### src/rtl/block_sync_pkg.sv
// Shared types and default thresholds for the multi-lane block synchroniser.
package block_sync_pkg;

  // One-hot lane states so illegal encodings are easy to spot.
  typedef enum logic [3:0] {
    StInvalid  = 4'b0001,
    StTest     = 4'b0010,
    StSlipWait = 4'b0100,
    StLock     = 4'b1000
  } lane_state_e;

  localparam int unsigned DefGoodCnt = 64;
  localparam int unsigned DefWinCnt  = 1024;
  localparam int unsigned DefBadCnt  = 65;

endpackage

### src/rtl/block_sync_lane_rx.sv
// One receive lane: sync-header lock FSM, slip request and saturating slip counter.
module block_sync_lane_rx
  import block_sync_pkg::*;
#(
  parameter int unsigned HEAD_W    = 2,
  parameter int unsigned GOOD_CNT  = DefGoodCnt,
  parameter int unsigned WIN_CNT   = DefWinCnt,
  parameter int unsigned BAD_CNT   = DefBadCnt,
  parameter int unsigned SLIP_WAIT = 2,
  parameter int unsigned STAT_W    = 8
) (
  input  logic              clk,
  input  logic              nreset,
  input  logic              signal_v_i,
  input  logic              valid_i,
  input  logic [HEAD_W-1:0] head_i,
  input  logic              stat_clr_i,
  output logic              slip_o,
  output logic              lock_o,
  output logic [STAT_W-1:0] slip_cnt_o
);

  if (GOOD_CNT > WIN_CNT || BAD_CNT > WIN_CNT || GOOD_CNT < 1 || BAD_CNT < 1) begin : gen_param_err
    $error("block_sync_lane_rx: illegal GOOD_CNT/BAD_CNT/WIN_CNT combination");
  end

  localparam int unsigned ShW   = $clog2(WIN_CNT + 1);
  localparam int unsigned NvW   = $clog2(BAD_CNT + 1);
  localparam int unsigned WaitW = (SLIP_WAIT > 0) ? $clog2(SLIP_WAIT + 1) : 1;

  lane_state_e      state_q, state_d;
  logic [ShW-1:0]   sh_cnt_q, sh_cnt_d, sh_inc;
  logic [NvW-1:0]   nv_cnt_q, nv_cnt_d, nv_inc;
  logic [WaitW-1:0] wait_cnt_q, wait_cnt_d, wait_inc;
  logic [STAT_W-1:0] slip_cnt_q, slip_cnt_d;
  logic             sh_v;
  logic             slip;

  assign sh_v     = ^head_i;
  assign sh_inc   = sh_cnt_q + ShW'(1);
  assign nv_inc   = nv_cnt_q + NvW'(1);
  assign wait_inc = wait_cnt_q + WaitW'(1);

  always_comb begin
    state_d    = state_q;
    sh_cnt_d   = sh_cnt_q;
    nv_cnt_d   = nv_cnt_q;
    wait_cnt_d = wait_cnt_q;
    slip       = 1'b0;
    if (!signal_v_i) begin
      state_d    = StInvalid;
      sh_cnt_d   = '0;
      nv_cnt_d   = '0;
      wait_cnt_d = '0;
    end else if (valid_i) begin
      unique case (state_q)
        StInvalid: begin
          state_d    = StTest;
          sh_cnt_d   = '0;
          nv_cnt_d   = '0;
          wait_cnt_d = '0;
        end
        StTest: begin
          if (!sh_v) begin
            slip       = 1'b1;
            state_d    = (SLIP_WAIT == 0) ? StTest : StSlipWait;
            sh_cnt_d   = '0;
            nv_cnt_d   = '0;
            wait_cnt_d = '0;
          end else if (sh_inc == ShW'(GOOD_CNT)) begin
            state_d  = StLock;
            sh_cnt_d = '0;
            nv_cnt_d = '0;
          end else begin
            sh_cnt_d = sh_inc;
          end
        end
        StSlipWait: begin
          if (wait_inc == WaitW'(SLIP_WAIT)) begin
            state_d    = StTest;
            sh_cnt_d   = '0;
            nv_cnt_d   = '0;
            wait_cnt_d = '0;
          end else begin
            wait_cnt_d = wait_inc;
          end
        end
        StLock: begin
          // Loss of lock takes priority over the window restart on the same beat.
          if (!sh_v && nv_inc == NvW'(BAD_CNT)) begin
            slip       = 1'b1;
            state_d    = (SLIP_WAIT == 0) ? StTest : StSlipWait;
            sh_cnt_d   = '0;
            nv_cnt_d   = '0;
            wait_cnt_d = '0;
          end else if (sh_inc == ShW'(WIN_CNT)) begin
            sh_cnt_d = '0;
            nv_cnt_d = '0;
          end else begin
            sh_cnt_d = sh_inc;
            if (!sh_v) nv_cnt_d = nv_inc;
          end
        end
        default: begin
          state_d    = StInvalid;
          sh_cnt_d   = '0;
          nv_cnt_d   = '0;
          wait_cnt_d = '0;
        end
      endcase
    end
  end

  always_comb begin
    slip_cnt_d = slip_cnt_q;
    if (stat_clr_i) begin
      slip_cnt_d = slip ? STAT_W'(1) : '0;
    end else if (slip && slip_cnt_q != {STAT_W{1'b1}}) begin
      slip_cnt_d = slip_cnt_q + STAT_W'(1);
    end
  end

  always_ff @(posedge clk) begin
    if (!nreset) begin
      state_q    <= StInvalid;
      sh_cnt_q   <= '0;
      nv_cnt_q   <= '0;
      wait_cnt_q <= '0;
      slip_cnt_q <= '0;
    end else begin
      state_q    <= state_d;
      sh_cnt_q   <= sh_cnt_d;
      nv_cnt_q   <= nv_cnt_d;
      wait_cnt_q <= wait_cnt_d;
      slip_cnt_q <= slip_cnt_d;
    end
  end

  assign slip_o     = slip;
  assign lock_o     = (state_q == StLock);
  assign slip_cnt_o = slip_cnt_q;

  assert property (@(posedge clk) disable iff (!nreset) $onehot(state_q));
  assert property (@(posedge clk) disable iff (!nreset) slip_o |-> valid_i);

endmodule

### src/rtl/block_sync_multi_rx.sv
// Multi-lane block synchroniser: independent per-lane lock FSMs plus aggregate lock status.
module block_sync_multi_rx
  import block_sync_pkg::*;
#(
  parameter int unsigned NLANE     = 4,
  parameter int unsigned HEAD_W    = 2,
  parameter int unsigned GOOD_CNT  = DefGoodCnt,
  parameter int unsigned WIN_CNT   = DefWinCnt,
  parameter int unsigned BAD_CNT   = DefBadCnt,
  parameter int unsigned SLIP_WAIT = 2,
  parameter int unsigned STAT_W    = 8
) (
  input  logic                    clk,
  input  logic                    nreset,
  input  logic [NLANE-1:0]        signal_v_i,
  input  logic [NLANE-1:0]        valid_i,
  input  logic [NLANE*HEAD_W-1:0] head_i,
  output logic [NLANE-1:0]        slip_o,
  output logic [NLANE-1:0]        lock_o,
  output logic                    all_lock_o,
  input  logic                    stat_clr_i,
  output logic [NLANE*STAT_W-1:0] slip_cnt_o
);

  for (genvar l = 0; l < NLANE; l++) begin : gen_lane
    block_sync_lane_rx #(
      .HEAD_W   (HEAD_W),
      .GOOD_CNT (GOOD_CNT),
      .WIN_CNT  (WIN_CNT),
      .BAD_CNT  (BAD_CNT),
      .SLIP_WAIT(SLIP_WAIT),
      .STAT_W   (STAT_W)
    ) u_lane (
      .clk       (clk),
      .nreset    (nreset),
      .signal_v_i(signal_v_i[l]),
      .valid_i   (valid_i[l]),
      .head_i    (head_i[l*HEAD_W +: HEAD_W]),
      .stat_clr_i(stat_clr_i),
      .slip_o    (slip_o[l]),
      .lock_o    (lock_o[l]),
      .slip_cnt_o(slip_cnt_o[l*STAT_W +: STAT_W])
    );
  end

  assign all_lock_o = &lock_o;

endmodule

### config.mk
export PLATFORM = sky130hd
export DESIGN_NAME = block_sync_multi_rx
export DESIGN_NICKNAME = d
export VERILOG_FILES = /design/src/rtl/block_sync_pkg.sv /design/src/rtl/block_sync_lane_rx.sv /design/src/rtl/block_sync_multi_rx.sv
export SDC_FILE = /design/constraint.sdc
export NUM_CORES = 1
export LEC_CHECK = 0
export ABC_AREA = 1
export BUFFER_PORTS_ARGS = -buffer_cell sky130_fd_sc_hd__buf_2
export CORE_ASPECT_RATIO = 1.4
export CORE_UTILIZATION = 55
export CTS_BUF_LIST = sky130_fd_sc_hd__clkbuf_8
export CTS_CLUSTER_DIAMETER = 120
export DETAILED_ROUTE_END_ITERATION = 12
export GPL_TIMING_DRIVEN = 0
export PLACE_DENSITY = 0.77
export SLEW_MARGIN = 20
export SYNTH_ARGS = -nofsm -noshare
export SYNTH_HDL_FRONTEND = slang
export SYNTH_SLANG_ARGS = --single-unit
### constraint.sdc
create_clock -name clk -period 1.6 [get_ports clk]
set_input_delay 0.24 -clock clk [delete_from_list [all_inputs] [get_ports clk]]
set_output_delay 0.24 -clock clk [all_outputs]
set_load 0.02 [all_outputs]
* After elaboration in Yosys (flattened, before gate mapping)
Cells that the tools add are included.
Operators by class: add/sub/neg operators 16, $mul 0, div/mod/pow operators 0, magnitude comparators 0, equality and inequality tests 56, shift operators 0, muxes and demuxes 120, bitwise gates (word level) 0, reductions and logical operators 41
Operators with widths (count):
- $mux W11 | 20
- $mux W7 | 24
- $pmux W11 S3 | 4
- $pmux W7 S3 | 4
- $mux W4 | 16
- $mux W8 | 8
- $pmux W4 S4 | 4
- $add A11 B1 Y11 const B | 4
- $eq A11 B11 Y1 const B | 4
- $eq A11 B7 Y1 const B | 4
- $reduce_and A4 Y1 | 9
- $add A8 B1 Y8 const B | 4
- $ne A8 B8 Y1 const B | 4
- $add A7 B1 Y7 const B | 4
- $eq A7 B7 Y1 const B | 4
- $mux W2 | 12
- $pmux W2 S3 | 4
- $mux W1 | 20
- $eq A4 B1 Y1 const B | 4
- $eq A4 B2 Y1 const B | 4
- $eq A4 B3 Y1 const B | 4
- $eq A4 B4 Y1 const B | 4
- $ne A2 B2 Y1 const B | 8
- $ne A4 B4 Y1 const B | 4
- other kinds (11) | 52
Word-level totals: register bits after elaboration 128, latch bits 0, memory bits (writable) 0, memory bits (read-only) 0, input port bits 19, output and inout port bits 41, logic and storage cells 253, memories kept 0

* Longest topological paths before layout
depth after elaboration 10, mapped depth 15, mapped depth without buffers 15

* Hierarchy
Synthesis repeated with hierarchy kept, for this count alone.
Unflattened totals: cell total of the unflattened synthesis 1378, area, all modules 8690.8 um2
By module, submodules not included:
- block_sync_lane_rx at gen_lane[0].u_lane ... | times used 3, cells each 340, area each 2189.6 um2, seq. area each 640.6 um2
- block_sync_lane_rx at gen_lane[3].u_lane | times used 1, cells each 355, area each 2110.8 um2, seq. area each 640.6 um2
- block_sync_multi_rx | times used 1, cells each 3, area each 11.3 um2, seq. area each 0.0 um2

* Worst setup path after synthesis
Ideal clock, no wire load.
path kind reg-to-reg, from register gen_lane[0].u_lane.slip_cnt_q[0], to register gen_lane[0].u_lane.slip_cnt_q[0], library setup time 0.117 ns, arrival time 1.694 ns, required time 1.483 ns, setup slack -0.211 ns, stages on the path, launching flop included 12, buffers on the path 1, period minus slack after synthesis 1.811 ns, cells stage by stage dfxtp_1 -> ha_1 -> nand2_1 -> nor3_1 -> inv_1 -> nor2_1 -> nand2_1 -> nand3_1 -> buf_2 -> nand2_1 -> a21oi_1 -> nor2_1
On the way: word-level cells in the longest chain between the ends 3, elaborated cells between the ends (all ways) 6, those cells by class 1 x add/sub; 1 x eq/ne; 2 x mux; 2 x reduce/logical
RTL lines:
- from (decl) | RTL line block_sync_lane_rx.sv:35 | logic [STAT_W-1:0] slip_cnt_q, slip_cnt_d;
- from (signal assigned) | RTL line block_sync_lane_rx.sv:135 | slip_cnt_q <= slip_cnt_d;
- $add A8 B1 Y8 or $ne A8 B8 Y1 (tied branches) | RTL line block_sync_lane_rx.sv:119, block_sync_lane_rx.sv:118
- $mux W8 or $logic_and A1 B1 Y1 (tied branches) | RTL line block_sync_lane_rx.sv:118 | end else if (slip && slip_cnt_q != {STAT_W{1'b1}}) begin
- $mux W8 or $reduce_bool A2 Y1 (tied branches)
Several ways; a longest one is shown, not always the timed one. The select of a mux whose other input is x is not followed. A chain may end at the register's enable or synchronous reset.

* Worst setup path in the final report
from register gen_lane[0].u_lane.state_q[2], to output port slip_o[0]
On the way: word-level cells in the longest chain between the ends 4, elaborated cells between the ends (all ways) 5, those cells by class 2 x eq/ne; 3 x mux
RTL lines:
- from (decl) | RTL line block_sync_lane_rx.sv:31 | lane_state_e state_q, state_d;
- from (signal assigned) | RTL line block_sync_lane_rx.sv:125 | state_q <= StInvalid;
- from (signal assigned) | RTL line block_sync_lane_rx.sv:131 | state_q <= state_d;
- $eq A4 B4 Y1 or $eq A4 B2 Y1 (tied branches) | RTL line block_sync_lane_rx.sv:56 | unique case (state_q)
- $pmux W1 S2 * | RTL line block_sync_lane_rx.sv:56
- $mux W1 * | RTL line block_sync_lane_rx.sv:55 | end else if (valid_i) begin
- $mux W1 * | RTL line block_sync_lane_rx.sv:50 | if (!signal_v_i) begin
- to (decl) | RTL line block_sync_multi_rx.sv:18 | output logic [NLANE-1:0] slip_o,
Every way passes the cells marked *; elsewhere a longest branch is shown, timed or not.

==> impl_metrics.yaml <==
min_path:
  min_path_cells: 3
  hp-class: "input pin to flip-flop"
synth:
  syn_area_um2: 8310
  async_flop_share_pct: 0
  ys_types: 35
  synth_cells: 1382
  avgSynthCellArea_um2: 6.01
  syn-num-nets: 1417
  yosysWarnings: 0
  synth_flop_cell: "dfxtp_1"
  ys_seq_area_share_pct: 30.8
  synth_edf_count: 0
  ys_ff_latch: 128
worst_setup_path:
  crit_fanout: 4
  cp_num_buf_inv: 3
  critical_path.top_delay_family: "simple AND/OR/NAND/NOR gates"
  path_class: "flip-flop to output port"
  max_stage_delay_ns: 0.35
  reg2regPathDepth: 13
  path_cells: "nor2_1 > nand3_1 > nor2_1 > nor2_1 > nor2_1 > nand2_2 > inv_2 > buf_6 > buf_6"
  crit_cells: 9
  crit_path_end_kind: "output port"
  cp_data_required_time_ns: 1.36
  start_kind: "flip-flop"
  crit_top_cell: "nor2_1"
  arrival_ns: 2.20
  cp_slowest_cell: "dfxtp_1"
clock_network:
  clk_latency_ns: 0.49
  cts_buffer_depth: 2
  h-tree-depth: 4
  clock-root-buffer: "clkbuf_8"
  numCtsBuffers: 17
  clkTransAtPathRegs_ns: 0.08
  cts.sinks: 128
  hold_buffers: 0
  cts_tree: "built"
final_layout:
  fin_nets: 1627
  nFillCells: 781
  syn2layout_area_growth_pct: 51.4
  mostFrequentLayoutCells: "nand2_1 (280), inv_1 (175), nor2_1 (155)"
  final_common_cell: "nand2_1"
  num_antenna_cells: 0
  drive_gt1_share_pct: 44.1
floorplan:
  die_width_um: 106
  io_pins: 60
  design.core.area_um2: 14600
  die_h_um: 147
  start_util_pct: 56.8
  dieArea_um2: 15600
  rows: 52
pwr:
  switching_share_pct: 28.9
  p_int_uw: 4960
  p_comb_share_pct: 12.4
  p_leak_uw: 0.00534
  power.total_uw: 6980
  seqPwrFrac_pct: 46.6
  ir_drop_mv: 0.663
  pwr-share-clk_pct: 40.9
  switchingPower_uw: 2020
  cellPowerDensity_nw_per_um2: 554
status:
  status: "finished, violations left"
  violations: "DRC, setup timing"
timing:
  worstMarginPinSlew_ns: 0.953
  finalHoldViolations: 0
  setup_slack_ns: -0.840
  clock_skew_ns: 0.0177
  slew_violations: 0
  rsz0062_at_grt: "yes"
  setup_viol_count_final: 137
  slew_headroom_pct: 36.2
  max_freq_ghz: 0.410
  finalCritPeriodShare_pct: 153
  post-route-min-period_ns: 2.44
global_routing:
  antenna_found_initial: 0
  grt_max_degree: 17
  grt_overflow_total: 0
  grt_pass1_wl_um: 39900
  grt_pass1_vias: 9125
  grt_use_total_pct: 31.3
placement:
  portBuffers: 59
  dp_hpwl_um: 14900
  globalplace.congestion: 0.888
  pre_cts_ws_ns: -0.465
route:
  drt_iter0_drc: 946
  routed_wl_um: 31800
  routedWlPerCell_um: 17.7
  drt_first_pass_iters: 12
  vias_per_cell: 5.90
  drc_errors: 1
  postRouteAntennaNets: 0
  vias: 10576
run:
  cap_viol_max_count: 0
==> registers in the layout (all words and copies together), names as in the netlist <==
name / count
gen_lane.u_lane.sh_cnt_q: 44
gen_lane.u_lane.wait_cnt_q: 8
gen_lane.u_lane.nv_cnt_q: 28
gen_lane.u_lane.state_q: 16
gen_lane.u_lane.slip_cnt_o: 32
==> through the flow <==
step / utilization, % / std cells / instance area (um2) / hold slack [ns] / TNS, ns
2_1_floorplan: - / 1382 / 8770 / 0.375 / -2.79
3_3_place_gp: 63.5 / 1630 / 9300 / 0.412 / -31.46
3_5_place_dp: 63.5 / 1630 / 9300 / 0.415 / -35.57
4_1_cts: 76.9 / 1753 / 11300 / 0.0561 / -31.60
5_1_grt: 86.0 / 1794 / 12600 / 0.0719 / -65.31
6_report: 86.0 / 1794 / 12600 / 0.0625 / -53.11
==> path summary, 6_finish.rpt <==
check | from | end | slack (ns)
max | gen_lane[0].u_lane.state_q[2] | slip_o[0] | -0.84
min | valid_i[1] | gen_lane[1].u_lane.wait_cnt_q[0] | 0.06
max reg2reg | gen_lane[2].u_lane.sh_cnt_q[6] | gen_lane[2].u_lane.nv_cnt_q[5] | -0.59
min reg2reg | gen_lane[3].u_lane.wait_cnt_q[1] | gen_lane[3].u_lane.wait_cnt_q[1] | 0.43
==> logic make-up after synthesis <==
family	share of synthesized area (%)
and+or+nand+nor	45.0
DFF	30.8
AOI/OAI and AO/OA	8.02
xor gates and xnor gates	2.21
buffers and inverters	11.5
adders and majority gates	2.41
==> cell type report <==
| cell class | count | area, um2 | area share [%] |
|---|---|---|---|
| clock buffers | 23 | 317 | 2.52 |
| inverters | 204 | 791 | 6.28 |
| plain buffers | 29 | 208 | 1.65 |
| repair buffers | 191 | 1570 | 12.5 |
| well taps | 189 | 236 | 1.88 |
| flip-flops and latches | 128 | 2680 | 21.3 |
| clock inverters | 9 | 66.3 | 0.527 |
| multi-input cells | 1021 | 6720 | 53.4 |
==> power groups by stage <==
stage	combinational (uW)	clock [uW]	sequential (uW)
3_3_place_gp	512	0	3330
6_report	868	2860	3250
3_5_place_dp	519	0	3330
2_1_floorplan	385	0	3320
5_1_grt	918	2980	3250
4_1_cts	651	2780	3250
==> worst min-delay path, stage by stage <==
cell	delay (ns)
buf_2	0.13
nand3_2	0.08
a21oi_2	0.05
==> synthesized netlist by cell type (4+ instances only) <==
cell type | instances | area [um2]
nand3_1 | 113 | 566
nand4_1 | 28 | 175
inv_1 | 202 | 758
clkbuf_1 | 14 | 52.6
o21bai_1 | 5 | 37.5
xnor2_1 | 4 | 35.0
buf_4 | 10 | 75.1
nor2_4 | 9 | 101
nand2_2 | 14 | 87.6
buf_2 | 5 | 25.0
nor3_1 | 20 | 100
ha_1 | 16 | 200
o21ai_0 | 33 | 165
nand2_1 | 400 | 1500
nand3_2 | 14 | 140
o21ai_1 | 4 | 20.0
xor2_1 | 17 | 149
dfxtp_1 | 128 | 2560
nor4_1 | 5 | 31.3
nand3b_1 | 7 | 52.6
nor2_1 | 229 | 860
a21oi_1 | 80 | 400
==> per-layer routing <==
layer	vias to the layer above	track usage, %	share of wire, %
met4	0	15.9	6.8
met2	632	59.5	52
li1	4786	-	-
met5	-	0	0
met3	245	4.81	7.0
met1	4913	32.8	35
==> repair_timing <==
| action | 4_1_cts | 5_1_grt |
|---|---|---|
| endpoints found under the setup margin | 137 | 137 |
| pin swaps | 105 | 137 |
| cloned | 9 | 1 |
| buffers inserted | 104 | 53 |
| gates resized for setup | 265 | 297 |
(Power assumes the default switching activity.)
